## config.mk

```make
export PLATFORM = sky130hd
export DESIGN_NAME = control_unit
export DESIGN_NICKNAME = d
export VERILOG_FILES = /design/src/rtl/control_unit_pkg.sv /design/src/rtl/control_unit_instr_decode.sv /design/src/rtl/control_unit.sv
export SDC_FILE = /design/constraint.sdc
export NUM_CORES = 1
export LEC_CHECK = 0
export BUFFER_PORTS_ARGS = -buffer_cell sky130_fd_sc_hd__buf_4
export CELL_PAD_IN_SITES_DETAIL_PLACEMENT = 1
export CELL_PAD_IN_SITES_GLOBAL_PLACEMENT = 1
export CORE_ASPECT_RATIO = 0.75
export CORE_MARGIN = 2
export CORE_UTILIZATION = 25
export CTS_CLUSTER_DIAMETER = 150
export DETAILED_ROUTE_END_ITERATION = 10
export GPL_TIMING_DRIVEN = 0
export PLACE_DENSITY_LB_ADDON = 0.2
export SLEW_MARGIN = 10
export SYNTH_ARGS = -nofsm -noshare
export SYNTH_HDL_FRONTEND = slang
export SYNTH_SLANG_ARGS = --single-unit
```

## constraint.sdc

```tcl
create_clock -name clk -period 3.71 [get_ports clk]
set_input_delay 0.5565 -clock clk [delete_from_list [all_inputs] [get_ports clk]]
set_output_delay 0.5565 -clock clk [all_outputs]
set_load 0.01 [all_outputs]
```

## src/rtl/control_unit_pkg.sv

```systemverilog
// Shared opcode, ALU-op, FSM state and instruction-field definitions for the core sequencer.
// Latency: none (declarations and pure functions only).
// Backpressure: not applicable.
package control_unit_pkg;

  localparam int M = 3;
  localparam int N = 16;

  localparam logic [3:0] OPC_ADD  = 4'h0;
  localparam logic [3:0] OPC_SUB  = 4'h1;
  localparam logic [3:0] OPC_AND  = 4'h2;
  localparam logic [3:0] OPC_OR   = 4'h3;
  localparam logic [3:0] OPC_XOR  = 4'h4;
  localparam logic [3:0] OPC_NOT  = 4'h5;
  localparam logic [3:0] OPC_MOV  = 4'h6;
  localparam logic [3:0] OPC_NOP  = 4'h7;
  localparam logic [3:0] OPC_LD   = 4'h8;
  localparam logic [3:0] OPC_ST   = 4'h9;
  localparam logic [3:0] OPC_LDI  = 4'hA;
  localparam logic [3:0] OPC_BRZ  = 4'hB;
  localparam logic [3:0] OPC_BRN  = 4'hC;
  localparam logic [3:0] OPC_BRO  = 4'hD;
  localparam logic [3:0] OPC_BRA  = 4'hE;
  localparam logic [3:0] OPC_HALT = 4'hF;

  localparam logic [2:0] ALU_ADD = 3'b000;
  localparam logic [2:0] ALU_SUB = 3'b001;
  localparam logic [2:0] ALU_AND = 3'b010;
  localparam logic [2:0] ALU_OR  = 3'b011;
  localparam logic [2:0] ALU_XOR = 3'b100;
  localparam logic [2:0] ALU_NOT = 3'b101;
  localparam logic [2:0] ALU_MOV = 3'b110;
  localparam logic [2:0] ALU_INC = 3'b111;

  localparam int OPC_MSB = 15;
  localparam int OPC_LSB = 12;
  localparam int RD_MSB  = 11;
  localparam int RD_LSB  = 9;
  localparam int RS1_MSB = 8;
  localparam int RS1_LSB = 6;
  localparam int RS2_MSB = 5;
  localparam int RS2_LSB = 3;
  localparam int IMM9_MSB  = 8;
  localparam int IMM12_MSB = 11;

  typedef enum logic [2:0] {
    ST_FETCH, ST_EXEC, ST_WB, ST_MADDR, ST_MEXEC2, ST_MDATA, ST_HALT
  } state_e;

  typedef struct packed {
    logic [M-1:0] waddr;
    logic [M-1:0] ra;
    logic [M-1:0] rb;
    logic [2:0]   op;
    logic         ie;
    logic         write;
    logic         reada;
    logic         readb;
    logic         en;
    logic         oe;
    logic         data_en;
    logic         addr_en;
    logic         bypassa;
    logic         bypassb;
    logic         mov_sel;
    logic         dmem_ale;
    logic         dmem_re;
    logic         dmem_we;
    logic         halted;
    logic [N-1:0] offset;
  } ctrl_t;

  function automatic logic [N-1:0] sext9(input logic [N-1:0] ir);
    return {{(N-IMM9_MSB-1){ir[IMM9_MSB]}}, ir[IMM9_MSB:0]};
  endfunction

  function automatic logic [N-1:0] sext12(input logic [N-1:0] ir);
    return {{(N-IMM12_MSB-1){ir[IMM12_MSB]}}, ir[IMM12_MSB:0]};
  endfunction

endpackage

```

## src/rtl/control_unit_instr_decode.sv

```systemverilog
// Moore strobe decode: FSM state plus captured IR -> every datapath/dmem control.
// Latency: combinational.
// Backpressure: none; outputs depend only on registered state.
module instr_decode
  import control_unit_pkg::*;
(
  input  state_e       state,
  input  logic [N-1:0] ir,
  output ctrl_t        ctrl
);

  logic [3:0]   opc;
  logic [M-1:0] rd, rs1, rs2;

  assign opc = ir[OPC_MSB:OPC_LSB];
  assign rd  = ir[RD_MSB:RD_LSB];
  assign rs1 = ir[RS1_MSB:RS1_LSB];
  assign rs2 = ir[RS2_MSB:RS2_LSB];

  always_comb begin
    ctrl = '0;
    case (state)
      ST_EXEC: begin
        case (opc)
          OPC_ADD, OPC_SUB, OPC_AND, OPC_OR, OPC_XOR: begin
            ctrl.ra    = rs1;
            ctrl.rb    = rs2;
            ctrl.reada = 1'b1;
            ctrl.readb = 1'b1;
            ctrl.op    = opc[2:0];
            ctrl.en    = 1'b1;
          end
          OPC_NOT: begin
            ctrl.ra    = rs1;
            ctrl.reada = 1'b1;
            ctrl.op    = ALU_NOT;
            ctrl.en    = 1'b1;
          end
          // LD/ST push the address register through the ALU before MADDR
          OPC_MOV, OPC_LD, OPC_ST: begin
            ctrl.ra      = rs1;
            ctrl.reada   = 1'b1;
            ctrl.op      = ALU_MOV;
            ctrl.mov_sel = 1'b1;
            ctrl.en      = 1'b1;
          end
          OPC_LDI: begin
            ctrl.bypassa = 1'b1;
            ctrl.op      = ALU_MOV;
            ctrl.mov_sel = 1'b1;
            ctrl.en      = 1'b1;
            ctrl.offset  = sext9(ir);
          end
          default: ;
        endcase
      end
      ST_WB: begin
        ctrl.waddr = rd;
        ctrl.write = 1'b1;
        ctrl.ie    = (opc == OPC_LD);
      end
      ST_MADDR: begin
        ctrl.oe       = 1'b1;
        ctrl.addr_en  = 1'b1;
        ctrl.dmem_ale = 1'b1;
        ctrl.dmem_re  = (opc == OPC_LD);
      end
      ST_MEXEC2: begin
        ctrl.rb      = rs2;
        ctrl.readb   = 1'b1;
        ctrl.op      = ALU_MOV;
        ctrl.mov_sel = 1'b0;
        ctrl.en      = 1'b1;
      end
      ST_MDATA: begin
        ctrl.oe      = 1'b1;
        ctrl.data_en = 1'b1;
        ctrl.dmem_we = 1'b1;
      end
      ST_HALT: ctrl.halted = 1'b1;
      default: ;
    endcase
  end

endmodule

```

## src/rtl/control_unit.sv

```systemverilog
// Multi-cycle sequencer: fetch/decode/FSM and PC, driving the register-file/ALU datapath.
// Latency: 2 (branch/NOP), 3 (ALU/MOV/LDI), 4 (LD), 5 (ST) cycles per instruction.
// Backpressure: none; data memory must return read data in the cycle after dmem_ale.
module control_unit
  import control_unit_pkg::*;
(
  input  logic         clk,
  input  logic         rst,
  input  logic [N-1:0] instr,
  input  logic         o_flag,
  input  logic         z_flag,
  input  logic         n_flag,
  output logic [N-1:0] pc,
  output logic [M-1:0] waddr,
  output logic [M-1:0] ra,
  output logic [M-1:0] rb,
  output logic [2:0]   op,
  output logic         ie,
  output logic         write,
  output logic         reada,
  output logic         readb,
  output logic         en,
  output logic         oe,
  output logic         data_en,
  output logic         addr_en,
  output logic         bypassa,
  output logic         bypassb,
  output logic         mov_sel,
  output logic [N-1:0] offset,
  output logic         dmem_ale,
  output logic         dmem_re,
  output logic         dmem_we,
  output logic         halted
);

  state_e       state_q, state_d;
  logic [N-1:0] pc_q, pc_d;
  logic [N-1:0] ir_q, ir_d;
  logic [3:0]   opc;
  logic         pc_upd, taken;
  ctrl_t        ctrl;

  assign opc = ir_q[OPC_MSB:OPC_LSB];

  always_ff @(posedge clk or posedge rst) begin
    if (rst) begin
      state_q <= ST_FETCH;
      pc_q    <= '0;
      ir_q    <= '0;
    end else begin
      state_q <= state_d;
      pc_q    <= pc_d;
      ir_q    <= ir_d;
    end
  end

  always_comb begin
    state_d = state_q;
    pc_upd  = 1'b0;
    ir_d    = ir_q;
    taken   = 1'b0;
    case (state_q)
      ST_FETCH: begin
        ir_d    = instr;
        state_d = ST_EXEC;
      end
      ST_EXEC: begin
        case (opc)
          OPC_ADD, OPC_SUB, OPC_AND, OPC_OR, OPC_XOR, OPC_NOT, OPC_MOV, OPC_LDI:
            state_d = ST_WB;
          OPC_LD, OPC_ST: state_d = ST_MADDR;
          OPC_HALT:       state_d = ST_HALT;
          default: begin
            state_d = ST_FETCH;
            pc_upd  = 1'b1;
          end
        endcase
        // flags here are the ones registered on the most recent en=1 edge
        case (opc)
          OPC_BRZ: taken = z_flag;
          OPC_BRN: taken = n_flag;
          OPC_BRO: taken = o_flag;
          OPC_BRA: taken = 1'b1;
          default: taken = 1'b0;
        endcase
      end
      ST_WB: begin
        state_d = ST_FETCH;
        pc_upd  = 1'b1;
      end
      ST_MADDR:  state_d = (opc == OPC_LD) ? ST_WB : ST_MEXEC2;
      ST_MEXEC2: state_d = ST_MDATA;
      ST_MDATA: begin
        state_d = ST_FETCH;
        pc_upd  = 1'b1;
      end
      ST_HALT:  state_d = ST_HALT;
      default:  state_d = ST_FETCH;
    endcase
    pc_d = pc_upd ? (pc_q + N'(1) + (taken ? sext12(ir_q) : '0)) : pc_q;
  end

  instr_decode u_decode (
    .state (state_q),
    .ir    (ir_q),
    .ctrl  (ctrl)
  );

  always_comb begin
    pc       = pc_q;
    waddr    = ctrl.waddr;
    ra       = ctrl.ra;
    rb       = ctrl.rb;
    op       = ctrl.op;
    ie       = ctrl.ie;
    write    = ctrl.write;
    reada    = ctrl.reada;
    readb    = ctrl.readb;
    en       = ctrl.en;
    oe       = ctrl.oe;
    data_en  = ctrl.data_en;
    addr_en  = ctrl.addr_en;
    bypassa  = ctrl.bypassa;
    bypassb  = ctrl.bypassb;
    mov_sel  = ctrl.mov_sel;
    offset   = ctrl.offset;
    dmem_ale = ctrl.dmem_ale;
    dmem_re  = ctrl.dmem_re;
    dmem_we  = ctrl.dmem_we;
    halted   = ctrl.halted;
  end

endmodule
```

==> results.py <==
metrics = {
    "cts": {
        "clkTransAtPathRegs_ns": 0.06,
        "cts_setup_buffers": 0,
        "ctsLongestPathBuffers": 2,
        "numCtsBuffers": 5,
        "clk_latency_ns": 0.28,
        "clock-sinks": 35,
        "htree_levels": 2,
        "cts_root_buffer": "clkbuf_16",
        "cts_tree": "built",
    },
    "worst_setup_path": {
        "worstPathRequired_ns": 3.86,
        "reg2reg_from": "state_q[2]",
        "ff2ff_path_depth": 13,
        "arrival_ns": 3.52,
        "critPathMaxFanout": 10,
        "r2r_setup_slack_ns": 0.34,
        "reg2reg_to": "pc[15]",
        "path_class": "reg -> reg",
        "start_kind": "flop",
        "crit_path_end_kind": "flop",
    },
    "logic_synthesis": {
        "ys_types": 58,
        "syn_avg_cell_area_um2": 8.931,
        "async_reset_ff_frac": 1.000,
        "synth.yosys.warnings": 0,
        "ys_seq_area_frac": 0.3215,
        "syn_area_mm2": 0.002724,
        "synth_seq_cells": 35,
        "synth_cells": 305,
        "synth_nets": 342,
        "synth_edf_count": 0,
        "ys.flop_type": "dfrtp_1",
    },
    "sta": {
        "slew_violations": 0,
        "skew_ns": 0.008770,
        "max_slew_margin": 0.5664,
        "setup_violations": 0,
        "period_share": 0.9070,
        "post-route-min-period_ns": 3.365,
        "tns_ns": 0,
        "whs_ns": 0.2965,
        "rsz0062_at_grt": "no",
        "fmax_ghz": 0.2972,
        "hold_viol_final": 0,
        "worstMarginPinSlew_ns": 0.6469,
    },
    "detailed_routing": {
        "final_antenna_net_count": 0,
        "vias": 2546,
        "drc": 0,
        "drt_iter0_drc": 101,
        "wirelength_mm": 8.329,
        "drt_first_pass_iters": 4,
        "via_per_inst": 4.822,
        "avgRoutedWirePerCell_um": 15.77,
    },
    "layout": {
        "syn2layout_area_growth_pct": 33.85,
        "layout.nets": 428,
        "antenna_cells": 0,
        "drive_gt1_frac": 0.3444,
    },
    "floorplanning": {
        "core-area_mm2": 0.01045,
        "dieArea_mm2": 0.01176,
        "fp.dieH_um": 94.40,
        "row_count": 32,
        "die_width_um": 124.5,
        "start_util": 0.2607,
        "io_pins": 80,
    },
    "power": {
        "irDropWorstVdd_uv": 268.1,
        "p_leak_nw": 1.756,
        "p_per_area_mw_per_mm2": 794.4,
    },
    "grt": {
        "grt_max_degree": 19,
        "grt_pass1_vias": 2576,
        "antenna_found_initial": 0,
        "grt_usage": 0.1443,
        "grt-ovfl-total": 0,
        "grt_pass1_wl_mm": 13.46,
    },
    "place": {
        "globalplace.congestion": 0.7766,
        "dpl.hpwl_mm": 6.637,
        "port_buffers": 78,
    },
    "outcome": {
        "status": "finished clean",
    },
    "run": {
        "cap_violations": 0,
    },
    "hold_path": {
        "hp-class": "in -> async",
    },
}
==> worst max-delay path, cell delays in order (launching register included) <==
cell	delay [ns]
dfrtp_1	0.35
buf_2	0.18
nor3b_2	0.35
nand2_1	0.20
a21oi_1	0.28
clkbuf_2	0.25
and2_1	0.17
ha_1	0.26
a21oi_1	0.20
nor2b_1	0.28
a211oi_1	0.17
nor3_1	0.25
xnor2_1	0.16
o2111ai_1	0.13
==> power by group <==
part | switching [W] | internal, W
sequential | 0.000159 | 0.000559
combinational | 0.000946 | 0.000821
clock | 0.000163 | 0.000248
==> logic make-up (layout without fill, tap and decap cells) <==
logic type | Yosys count | after routing | share of synthesized area
and+or+nand+nor | 116 | 116 | 0.2370
AOI/OAI and AO/OA | 74 | 74 | 0.1796
DFF | 35 | 35 | 0.3215
buffers and inverters | 33 | 120 | 0.06936
muxes | 19 | 19 | 0.07946
adders and majority gates | 16 | 16 | 0.07625
xor gates and xnor gates | 11 | 11 | 0.03537
other | 1 | 1 | 0.001377
==> state kept, by name, indices dropped and copies added (netlist names) <==
signal   cells
pc          16
ir_q        16
state_q      3
==> Yosys cell counts (5+ instances only) <==
cell type / instances / area [um2]
inv_1: 9 / 33.78
nand2_1: 28 / 105.1
buf_4: 14 / 105.1
nor2b_1: 6 / 37.54
nor2_1: 19 / 71.32
xnor2_1: 7 / 61.31
nand2b_1: 6 / 37.54
a21oi_1: 20 / 100.1
ha_1: 15 / 187.7
a21o_1: 5 / 37.54
o21ai_0: 15 / 75.07
mux2_2: 17 / 191.4
dfrtp_1: 35 / 875.8
and2_1: 27 / 168.9
==> final cells by class <==
type	count	area, um2
Fill cell	1243	6804
Sequential cell	35	875.8
Inverter	9	33.78
Multi-Input combinational cell	237	1659
Tap cell	136	170.2
Buffer	24	156.4
Clock inverter	1	5.005
Clock buffer	7	132.6
Timing Repair Buffer	79	613.1
==> layer usage <==
layer / vias to the layer above / part of all wire / GRT usage
li1: 1242 / - / -
met1: 1254 / 0.50 / 0.1999
met2: 46 / 0.44 / 0.2227
met3: 4 / 0.051 / 0.04589
met4: 0 / 0.0050 / 0.02809
met5: - / 0 / 0
==> stage by stage <==
step | util | instance area, um2 | worst slack [ns] | std cells | total power [W]
global route | 0.3489 | 3646 | 0.001072 | 528 | 0.003162
floorplan | - | 2724 | 0.7369 | 305 | 0.001882
detailed placement | 0.3356 | 3507 | 0.2043 | 520 | 0.002507
finish | 0.3489 | 3646 | 0.3450 | 528 | 0.002896
global placement | 0.3330 | 3480 | 0.2295 | 519 | 0.002457
CTS | 0.3488 | 3645 | 0.1831 | 528 | 0.002940
==> repair_timing <==
| action | CTS | global route |
|---|---|---|
| resized for setup | 0 | 2 |
| hold buffers | 0 | 0 |
| setup endpoints to repair | 0 | 5 |
==> cell usage in the layout, fill, tap and decap left out, types with 3 or more instances in the layout <==
| cell type | count |
|---|---|
| dfrtp_1 | 35 |
| o211ai_1 | 3 |
| nor3b_1 | 3 |
| nand3_1 | 4 |
| nand2b_1 | 6 |
| buf_2 | 4 |
| mux2_2 | 17 |
| xnor2_1 | 7 |
| o21ai_0 | 15 |
| nor2_1 | 19 |
| nand2_1 | 28 |
| o21bai_1 | 3 |
| and3_1 | 3 |
| clkbuf_1 | 5 |
| xor2_1 | 4 |
| and3b_1 | 3 |
| a21o_1 | 5 |
| nor2b_1 | 6 |
| o31ai_1 | 3 |
| o21a_1 | 4 |
| a21oi_1 | 20 |
| clkbuf_16 | 5 |
| buf_4 | 92 |
| inv_1 | 8 |
| and2_1 | 27 |
| ha_1 | 15 |
| nor3_1 | 4 |
==> worst max-delay path by stage <==
stage | from | end | cells past startpoint
floorplan | o_flag | pc[14] | 14
global placement | state_q[2] | pc[14] | 13
detailed placement | state_q[2] | pc[14] | 13
CTS | state_q[2] | pc[15] | 13
global route | state_q[2] | pc[15] | 13
finish | state_q[2] | pc[15] | 13
Note: power is estimated with default switching activity, not from simulation.
